==> src/rtl/uart_rx.sv <==
// 8N1 UART receiver with mid-bit sampling, a one-byte holding register and overrun detection.
// Define UARTRX_FRAMEERR_EN to check the stop bit and report framing errors on ferr.
module uart_rx #(
  parameter int PREDIV  = 833,
  parameter int PREBITS = 10
) (
  input  logic       clk,
  input  logic       n_rst,
  input  logic       phyrx,
  input  logic       rxack,
  output logic [7:0] charout,
  output logic       rxvalid,
  output logic       overrun,
  output logic       ferr
);

  localparam logic [2:0] IDLE   = 3'd0;
  localparam logic [2:0] START  = 3'd1;
  localparam logic [2:0] DATA   = 3'd2;
  localparam logic [2:0] STOP   = 3'd3;
  localparam logic [2:0] WAITHI = 3'd4;

  // The counter restarts at 0 one cycle after the start edge, so a sample that
  // falls PREDIV/2 cycles after the edge is seen when the count reads PREDIV/2-1.
  localparam logic [PREBITS-1:0] PRE_MAX = PREBITS'(PREDIV);
  localparam logic [PREBITS-1:0] PRE_MID = PREBITS'(PREDIV / 2 - 1);

  logic               rx_m;
  logic               rx_s;
  logic               rx_d;
  logic [2:0]         state;
  logic [PREBITS-1:0] pre_cnt;
  logic [2:0]         bit_idx;
  logic [7:0]         shreg;

  logic start_edge;
  logic mid_tick;
  logic stop_tick;
  logic deliver;
  logic frame_bad;

  // NOTE: sequential state uses non-blocking assignments so every flop samples
  // pre-edge values; a blocking chain here would collapse the synchronizer.
  always_ff @(posedge clk) begin
    if (!n_rst) begin
      rx_m <= 1'b1;
      rx_s <= 1'b1;
      rx_d <= 1'b1;
    end else begin
      rx_m <= phyrx;
      rx_s <= rx_m;
      rx_d <= rx_s;
    end
  end

  assign start_edge = rx_d & ~rx_s;
  assign mid_tick   = (pre_cnt == PRE_MID);
  assign stop_tick  = (state == STOP) && mid_tick;

`ifdef UARTRX_FRAMEERR_EN
  assign frame_bad = stop_tick & ~rx_s;
  assign deliver   = stop_tick & rx_s;
`else
  assign frame_bad = 1'b0;
  assign deliver   = stop_tick;
`endif

  // Bit-period counter: held at zero while idle, free-running modulo PREDIV+1 otherwise.
  always_ff @(posedge clk) begin
    if (!n_rst) begin
      pre_cnt <= '0;
    end else if (state == IDLE) begin
      pre_cnt <= '0;
    end else if (pre_cnt == PRE_MAX) begin
      pre_cnt <= '0;
    end else begin
      pre_cnt <= pre_cnt + 1'b1;
    end
  end

  always_ff @(posedge clk) begin
    if (!n_rst) begin
      state   <= IDLE;
      bit_idx <= 3'd0;
      shreg   <= 8'h00;
    end else begin
      case (state)
        IDLE: begin
          if (start_edge) state <= START;
        end
        START: begin
          if (mid_tick) begin
            bit_idx <= 3'd0;
            state   <= rx_s ? IDLE : DATA;
          end
        end
        DATA: begin
          if (mid_tick) begin
            shreg   <= {rx_s, shreg[7:1]};
            bit_idx <= bit_idx + 3'd1;
            if (bit_idx == 3'd7) state <= STOP;
          end
        end
        STOP: begin
          if (mid_tick) state <= frame_bad ? WAITHI : IDLE;
        end
        WAITHI: begin
          // Wait for the line to return high so a stuck-low line cannot retrigger.
          if (rx_s) state <= IDLE;
        end
        default: state <= IDLE;
      endcase
    end
  end

  // Holding register: a delivery that coincides with an acknowledge replaces the
  // held byte; a delivery into an unacknowledged byte is dropped and flagged.
  always_ff @(posedge clk) begin
    if (!n_rst) begin
      charout <= 8'h00;
      rxvalid <= 1'b0;
      overrun <= 1'b0;
    end else begin
      overrun <= 1'b0;
      if (deliver) begin
        if (!rxvalid || rxack) begin
          charout <= shreg;
          rxvalid <= 1'b1;
        end else begin
          overrun <= 1'b1;
        end
      end else if (rxvalid && rxack) begin
        rxvalid <= 1'b0;
      end
    end
  end

`ifdef UARTRX_FRAMEERR_EN
  always_ff @(posedge clk) begin
    if (!n_rst) begin
      ferr <= 1'b0;
    end else begin
      ferr <= frame_bad;
    end
  end
`else
  assign ferr = 1'b0;
`endif

endmodule

==> config.mk <==
export PLATFORM = sky130hd
export DESIGN_NAME = uart_rx
export DESIGN_NICKNAME = d
export VERILOG_FILES = /design/src/rtl/uart_rx.sv
export SDC_FILE = /design/constraint.sdc
export NUM_CORES = 1
export LEC_CHECK = 0
export CAP_MARGIN = 15
export CORE_UTILIZATION = 49
export CTS_CLUSTER_DIAMETER = 40
export CTS_CLUSTER_SIZE = 10
export DETAILED_ROUTE_END_ITERATION = 12
export PLACE_DENSITY = 0.73
export SYNTH_ARGS = -nofsm -noshare
export SYNTH_HDL_FRONTEND = slang
export SYNTH_SLANG_ARGS = --single-unit
export TNS_END_PERCENT = 10
==> constraint.sdc <==
create_clock -name clk -period 1.7 [get_ports clk]
set_input_delay 0.34 -clock clk [delete_from_list [all_inputs] [get_ports clk]]
set_output_delay 0.34 -clock clk [all_outputs]
set_load 0.05 [all_outputs]
Word-level counts from Yosys, hierarchy flattened
Cells that the tools add are included.
{ "totals": {"reg_bits": 37, "latch_bits": 0, "ram_bits": 0, "rom_bits": 0, "in_bits": 4, "word_cells": 57, "memories": 0} }
{ "classes": {"add_sub_neg": 2, "mul": 0, "div": 0, "n_lt_le_gt_ge": 0, "n_eq_ne": 14, "n_shift": 0, "mux": 14, "bitwise": 3, "n_reduce_logical": 14} }
{ "op_table": {"columns": ["op", "count"], "rows": [
  ["2-to-1 mux 3 bit", 7],
  ["one-hot mux 3 bit (5 select lines)", 1],
  ["!= test 2 bit (second input constant)", 6],
  ["adder 10 x 1 -> 10 bit (second input constant)", 1],
  ["== test 10 bit (second input constant)", 1],
  ["== test 10 x 9 -> 1 bit (second input constant)", 1],
  ["AND reduction 2 bit", 4],
  ["== test 3 x 2 -> 1 bit (second input constant)", 2],
  ["== test 3 bit (second input constant)", 2],
  ["one-hot mux 3 bit (2 select lines)", 1],
  ["AND reduction 6 bit", 1],
  ["2-to-1 mux 1 bit", 4],
  ["nonzero test 2 bit", 2],
  ["adder 3 x 1 -> 3 bit (second input constant)", 1],
  ["== test 3 x 1 -> 1 bit (second input constant)", 1],
  ["logical NOT 3 bit", 1],
  ["AND reduction 3 bit", 1],
  ["OR reduction 3 bit", 1],
  ["logical AND 1 bit", 2],
  ["2-to-1 mux 2 bit", 1],
  ["!= test 2 x 1 -> 1 bit (second input constant)", 1],
  ["inverter 1 bit", 2],
  ["bitwise AND 1 bit", 1],
  ["logical NOT 1 bit", 1],
  ["logical OR 1 bit", 1]
]} }

Depth between registers and ports, before layout
Gate-level depths: netlist of the first run.
{ "logic_depth": {"ltp_word": 4, "ltp_mapped": 7} }

Worst setup path after synthesis of the first run
OpenSTA, ideal clock, no wires.
{ "synth_path": {"kind": "register to register", "start": "register pre_cnt[0]", "end": "register bit_idx[2]", "t_arrival_ns": 1.792, "required_time_ns": 1.621, "path_slack_ns": -0.171, "stages_incl_launch_ff": 7, "synth_period_minus_slack_ns": 1.871, "cell_sequence": "dfxtp_1 ha_1 nand4b_4 or3_1 buf_6 or4_1 o211ai_1"} }
{ "synth_between": {"elab_chain_len": 3, "elab_cells_between_ends": 4} }
{ "synth_lines": {"columns": ["item", "line_no", "rtl"], "rows": [
  ["start: declaration", "32", "logic [PREBITS-1:0] pre_cnt;"],
  ["start signal: assignment", "77", "pre_cnt <= pre_cnt + 1'b1;"],
  ["== test 10 x 9 -> 1 bit (*)", "57", "assign mid_tick = (pre_cnt == PRE_MID);"],
  ["!= test 2 bit (no line)", null, null],
  ["AND reduction 3 bit (no line) (*)", null, null],
  ["end signal: assignment", "100", "bit_idx <= bit_idx + 3'd1;"],
  ["end: declaration", "33", "logic [2:0] bit_idx;"]
]} }
Mark *: on every way between the ends. The rest lies on a longest branch, timed or not.
A chain may end at the register's enable or synchronous reset.

Worst setup path after layout of the first run
{ "layout_path": {"start": "register pre_cnt[0]", "end": "register bit_idx[0]"} }
The elaborated chain is that of the path after synthesis.

==> qor.yml, run 1 <==
status:
  status: "complete, but fails checks"
  violations: "DRC"
grt:
  grt_max_degree: 21
  grt_pass1_wl_um: 5388
  grt_pass1_vias: 1216
  track_usage_pct: 21.88
  antenna_found_initial: 0
  grt_overflow: 0
yosys:
  synthCells: 164
  seq_area_frac_synth_pct: 47.60
  syn_avg_cell_area_um2: 9.231
  muxShareOfSynthArea_pct: 5.950
  synth_nets: 172
  synth_xor_area_share_pct: 4.628
  yosys.area_share.simple_pct: 24.63
  synth.area.top_cells: "dfxtp_1 (48%), mux2i_1 (6.0%), nor2_1 (5.2%)"
  synth_area_um2: 1514
  yosys.cell_types.count: 35
  yosysTopAreaCell: "dfxtp_1"
  ys_ff_latch: 36
  yosys_warnings: 0
  synth_top_family_by_area: "simple AND/OR/NAND/NOR gates"
  synth_top_area_share_pct: 47.60
  synth_fa_ha_area_share_pct: 3.306
  synth_compound_area_share_pct: 9.256
routing:
  drc: 2
  vias_per_cell: 5.426
  drtIter0Drc: 38
  routedWlPerCell_um: 13.22
  vias: 1210
  routed_wl_um: 2948
  final_antenna_net_count: 0
  firstDrtPassIters: 8
die:
  core_um2: 2853
  die_h_um: 57.59
  rows: 19
  dieArea_um2: 3316
  io_pins: 15
  initial_core_util_pct: 53.07
  die_w_um: 57.59
power:
  power.internal_uw: 1170
  p_clk_share_pct: 40.3
  pwr-share-comb_pct: 2.9
  power-per-cell-area_nw_per_um2: 803.5
  p_sw_share_pct: 21.77
  p_switching_uw: 325.4
  static-leakage-power_uw: 0.0007094
  peakVddDrop_v: 0.0005595
  seq_power_share_pct: 56.8
placed_design:
  placed_cells: 213
  port_buffers: 13
  dp_hpwl_um: 2199
  place.gp.congestion: 0.8623
cts:
  clock_latency_ns: 0.35
  clk_pin_slew_worst_paths_ns: 0.12
  cts_made_buffers: 5
  h-tree-depth: 2
  tritoncts: "built"
  clock_sinks: 36
  ctsLongestPathBuffers: 2
  cts-root-buf: "clkbuf_4"
setup_path:
  cp.arrival_ns: 1.95
  start_kind: "flop"
  critPathKind: "flop to flop"
  end_kind: "flop"
  crit_required_ns: 1.99
  r2r-end: "bit_idx[0]"
  worstRegToRegCells: 5
  cp_max_fo: 4
  r2r_setup_slack_ns: 0.04
  r2r-start: "pre_cnt[0]"
sta:
  hold_viol: 0
  fin_crit_ns: 1.660
  max_freq_mhz: 602.4
  rsz0062_at_grt: "yes"
  skew_ns: 0.008795
  hold_ws_ns: 0.4301
  finalMaxSlewViolations: 0
  setup_viol: 0
  period_share_pct: 97.65
min_path:
  hold_depth: 1
  min_from: "rx_m"
  hold_path.class: "flop to flop"
  min_to: "rx_s"
flow_run:
  max_cap_viol_count: 0
finish:
  diodes: 0
  instances_no_fill: 223
  drive_gt1_share_pct: 22.40
  area_growth_pct: 22.89
  nNetsFinal: 199
[metal layers]
layer	share of wire [%]	GRT usage [%]	up-vias	wire length, µm
li1	-	-	623	-
met5	0	0	-	0
met4	2.4	12.54	0	71
met2	51	36.71	15	1503
met3	2.5	4.762	8	73
met1	44	25.71	564	1300
[cell usage after synthesis (all sizes together)]
cell type,number
o211ai,1
a311o,1
nand4b,3
and4,1
conb,1
nor2b,1
inv,3
a21oi,10
nor4,3
nand2b,5
nor2,21
clkbuf,7
xnor2,3
a31oi,1
or4b,1
or3,1
buf,4
nand2,8
dfxtp,36
a21o,1
o21ai,10
nor3,2
or4,1
nand3b,1
a221oi,1
nand4,3
ha,4
nand3,14
and3,2
mux2i,9
xor2,5
[critical path, cell delays in order (launching register included)]
cell	delay (ns)
dfxtp_4	0.38
ha_4	0.15
nand4b_4	0.11
or3_4	0.35
or4b_1	0.48
a31oi_1	0.13
[layout by cell type, fill, tap and decap left out, drive strengths merged, types with 4 or more instances in the layout]
cell	synthesis	final
o21ai	10	10
dfxtp	36	36
nor2	21	21
nand2	8	8
nand2b	5	5
a21oi	10	10
clkbuf	7	5
nand3	14	14
xor2	5	5
ha	4	4
buf	4	28
mux2i	9	9
[final cells by class]
class                   instances  area [µm²]
multi-input cells             114       745.7
clock inverters                 3       42.54
fillers                       245       992.2
clock buffers                   5       37.54
repair buffers                 31       256.5
flip-flops and latches         36       728.2
inverters                       3       11.26
well taps                      31       38.79
[stage by stage]
step / utilization, % / TNS (ns) / area [µm²] / power [µW] / setup WS [ns]
6_report: 65.22 / 0 / 1861 / 1495 / 0.03994
5_1_grt: 65.22 / -0.1149 / 1861 / 1559 / -0.03554
4_1_cts: 64.34 / 0 / 1836 / 1512 / 0.0006746
3_5_place_dp: 61.54 / -0.002900 / 1755 / 912.2 / -0.002900
3_3_place_gp: 61.54 / 0 / 1755 / 911.0 / 0.05108
2_1_floorplan: - / -0.01376 / 1534 / 898.1 / -0.01376
[power groups by stage]
| stage | combinational [µW] | clock [µW] | sequential (µW) |
|---|---|---|---|
| 6_report | 43.3 | 603 | 849 |
| 5_1_grt | 47.7 | 662 | 850 |
| 4_1_cts | 41.9 | 619 | 851 |
| 3_5_place_dp | 41.6 | 0 | 871 |
| 3_3_place_gp | 40.7 | 0 | 870 |
| 2_1_floorplan | 28.2 | 0 | 870 |
[cells by family after synthesis]
family / Yosys count
other cells: 1
fa+ha+maj: 4
simple gates: 67
flops: 36
mux: 9
buf+inv: 14
xor+xnor: 8
compound gates: 25
[sequential cells by signal (all words and copies together), names as in the netlist, 2 cells and up]
register / cells
charout: 8
pre_cnt: 10
bit_idx: 3
state: 2
shreg: 8
[worst max path at each step]
stage                     startpoint         end  slack, ns
final                     pre_cnt[0]  bit_idx[0]       0.04
after global routing      pre_cnt[0]  bit_idx[0]      -0.04
after CTS                 pre_cnt[0]  bit_idx[0]     0.0007
after detailed placement  pre_cnt[0]  bit_idx[0]     -0.003
after global placement    pre_cnt[0]  bit_idx[0]       0.05
after floorplan           pre_cnt[0]  bit_idx[2]      -0.01
[timing repair]
action,CTS,global route
endpoints found under the setup margin,0,19
resized for setup,0,4
hold buffers,0,0
setup buffers,0,2
Power figures use the tool's default switching activity.
==> run 2: changes to the inputs <==
--- a/config.mk
+++ b/config.mk
@@ -6,10 +6,12 @@
 export NUM_CORES = 1
 export LEC_CHECK = 0
 export CAP_MARGIN = 15
-export CORE_UTILIZATION = 49
+export CORE_UTILIZATION = 55
 export CTS_CLUSTER_DIAMETER = 40
 export CTS_CLUSTER_SIZE = 10
 export DETAILED_ROUTE_END_ITERATION = 12
+export DONT_BUFFER_PORTS = 1
+export HOLD_SLACK_MARGIN = 0.1
 export PLACE_DENSITY = 0.73
 export SYNTH_ARGS = -nofsm -noshare
 export SYNTH_HDL_FRONTEND = slang
==> run 2 against run 1 <==
Net effect:
- the flow now finishes without violations
- maximum frequency up 0.63%
- final area fell by 5.2%
- sequential cell count unchanged
- critical path type unchanged
- die area is 11% lower
- sequential power about the same
- non-clock buffer count decreased by 14
- clock skew rose by 0.0042 ns
- cell count fell by 6.7%
- wire length fell by 6.7%
- largest power group unchanged
- critical endpoint unchanged
- utilization increased by 4.1 points
- clock power up 11%
- highest routed layer unchanged
==> qor.yml, run 2 (synthesized netlist as in run 1, its figures left out) <==
finish:
  top_regs: "pre_cnt (10), charout (8), shreg (8)"  # unchanged
  nNetsFinal: 185  # was 199
  regMostFlops: "pre_cnt"  # unchanged
  fillers: 222  # was 245
  largest_reg_flops: 10  # unchanged
  final_cell_mix: "dfxtp_1 (34), nor2_1 (21), nand3_1 (14), buf_4 (14)"  # was dfxtp_1 (34), buf_4 (26), nor2_1 (21)
  layout_commonest_cell: "dfxtp_1"  # unchanged
  diodes: 0  # unchanged
  final_util_pct: 69.32  # was 65.22%
  drive_gt1_share_pct: 16.85  # was 22.40%
  area_growth_pct: 16.53  # was 22.89%
placed_design:
  port_buffers: 0  # was 13
  place_ws_ns: 0.02983  # was -0.002900 ns
  dp_hpwl_um: 1970  # was 2199 µm
  place.gp.congestion: 0.8917  # was 0.8623
grt:
  globalRouteMet2Util_pct: 34.76  # was 36.71%
  grt_pass1_wl_um: 4436  # was 5388 µm
  grt-busiest-layer: "met2"  # unchanged
  met3_usage_pct: 8.611  # was 4.762%
  grt_max_degree: 21  # unchanged
  antenna_found_initial: 0  # unchanged
  grt_overflow: 0  # unchanged
  track_usage_pct: 21.66  # was 21.88%
  grt_pass1_vias: 1040  # was 1,216
  met1_usage_pct: 24.83  # was 25.71%
die:
  die_h_um: 54.47  # was 57.59 µm
  core_um2: 2545  # was 2853 µm²
  dieArea_um2: 2966  # was 3316 µm²
  io_pins: 15  # unchanged
  initial_core_util_pct: 59.49  # was 53.07%
  die_w_um: 54.47  # was 57.59 µm
  rows: 18  # was 19
cts:
  cts_made_buffers: 5  # unchanged
  clock_sinks: 36  # unchanged
  ctsLongestPathBuffers: 2  # unchanged
  tritoncts: "built"  # unchanged
  clk_pin_slew_worst_paths_ns: 0.11  # was 0.12 ns
  cts-root-buf: "clkbuf_4"  # unchanged
  h-tree-depth: 2  # unchanged
  clock_latency_ns: 0.34  # was 0.35 ns
power:
  total_power_uw: 1552  # was 1495 µW
  power.internal_uw: 1249  # was 1170 µW
  static-leakage-power_uw: 0.0006423  # was 0.0007094 µW
  seq_power_share_pct: 54.8  # was 56.8%
  power-per-cell-area_nw_per_um2: 879.7  # was 803.5 nW/µm²
  peakVddDrop_v: 0.0007120  # was 0.0005595 V
  p_clk_share_pct: 43.0  # was 40.3%
  p_switching_uw: 302.5  # was 325.4 µW
  p_sw_share_pct: 19.49  # was 21.77%
  pwr-share-comb_pct: 2.2  # was 2.9%
sta:
  worstMarginPinSlew_ns: 0.5348
  hold_viol: 0  # unchanged
  fin_crit_ns: 1.650  # was 1.660 ns
  skew_ns: 0.01295  # was 0.008795 ns
  fin_tns_setup_ns: 0  # unchanged
  setup_viol: 0  # unchanged
  period_share_pct: 97.04  # was 97.65%
  max_freq_mhz: 606.2  # was 602.4 MHz
  relSlewSlack_pct: 64.28
  finalMaxSlewViolations: 0  # unchanged
  setup_slack_ns: 0.05035  # was 0.03994 ns
  hold_ws_ns: 0.1363  # was 0.4301 ns
  rsz0062_at_grt: "yes"  # unchanged
min_path:
  hold_path.class: "primary input to flop"  # was flop to flop
  min_from: "n_rst"  # was rx_m
  min_to: "state[1]"  # was rx_s
  hold_depth: 2  # was 1
setup_path:
  worstRegToRegCells: 5  # unchanged
  cp_max_fo: 4  # unchanged
  r2r_setup_slack_ns: 0.05  # was 0.04 ns
  cp.arrival_ns: 1.93  # was 1.95 ns
  crit_required_ns: 1.98  # was 1.99 ns
  start_kind: "flop"  # unchanged
  r2r-end: "bit_idx[0]"  # unchanged
  critPathKind: "flop to flop"  # unchanged
  end_kind: "flop"  # unchanged
  r2r-start: "pre_cnt[0]"  # unchanged
routing:
  drtIter0Drc: 24  # was 38
  routedWlPerCell_um: 13.23  # was 13.22 µm
  firstDrtPassIters: 4  # was 8
  vias_per_cell: 5.697  # was 5.426
  routed_wl_um: 2751  # was 2948 µm
  final_antenna_net_count: 0  # unchanged
  drc: 0  # was 2
  vias: 1185  # was 1,210
flow_run:
  max_cap_viol_count: 0  # unchanged
status:
  status: "complete, no violations"  # was complete, but fails checks
## run 2: cell count changes in the layout (fill, tap and decap cells not counted), moves of 2 or more
| cell | delta |
|---|---|
| buf_4 | -12 |
| clkdlybuf4s50_1 | -3 |
| clkbuf_8 | +2 |
| dlygate4sd3_1 | +2 |
## run 2: layout make-up
class	count	area, µm²	share of cell area, %
inverter	3	11.26	0.6383
sequential	36	725.7	41.13
clock inverter	1	30.03	1.702
timing repair buffer	17	145.1	8.227
multi-input combinational	114	749.5	42.48
clock buffer	7	65.06	3.688
tap	30	37.54	2.128
## run 2: stage by stage
stage	instance area, µm²	std cells
5_1_grt	1764	208
3_3_place_gp	1634	197
3_5_place_dp	1634	197
6_report	1764	208
4_1_cts	1749	207
2_1_floorplan	1534	164
## run 2: power by group through the flow
stage | clock [µW] | combinational (µW) | sequential [µW]
after CTS | 675 | 34.7 | 851
after floorplan | 0 | 28.2 | 870
final | 667 | 34.5 | 850
after global placement | 0 | 29.7 | 870
after global routing | 710 | 38.6 | 851
after detailed placement | 0 | 30.4 | 871
## run 2: worst max-delay path, cell delays in order (launching register included)
cell,delay (ns)
dfxtp_4,0.38
ha_4,0.16
nand4b_4,0.10
or3_4,0.35
or4b_1,0.47
a31oi_1,0.13
## run 2: timing repair
item                       CTS  global route
setup endpoints to repair    0             8
setup buffers                0             1
resized for setup            0             2
hold endpoints to repair     3             0
hold buffers                 2             0
## run 2: layer usage
metal,vias to the layer above,routed length [µm]
met2,40,1313
met4,0,41
met5,-,0
met3,6,159
met1,539,1237
li1,600,-
## run 2: how the worst max path moves through the flow
stage	startpoint	to	slack, ns	cells after the start
CTS	pre_cnt[0]	bit_idx[0]	0.01	5
global placement	pre_cnt[0]	bit_idx[0]	0.05	5
global route	pre_cnt[0]	bit_idx[0]	-0.03	5
finish	pre_cnt[0]	bit_idx[0]	0.05	5
detailed placement	pre_cnt[0]	bit_idx[0]	0.03	5
floorplan	pre_cnt[0]	bit_idx[2]	-0.01	6
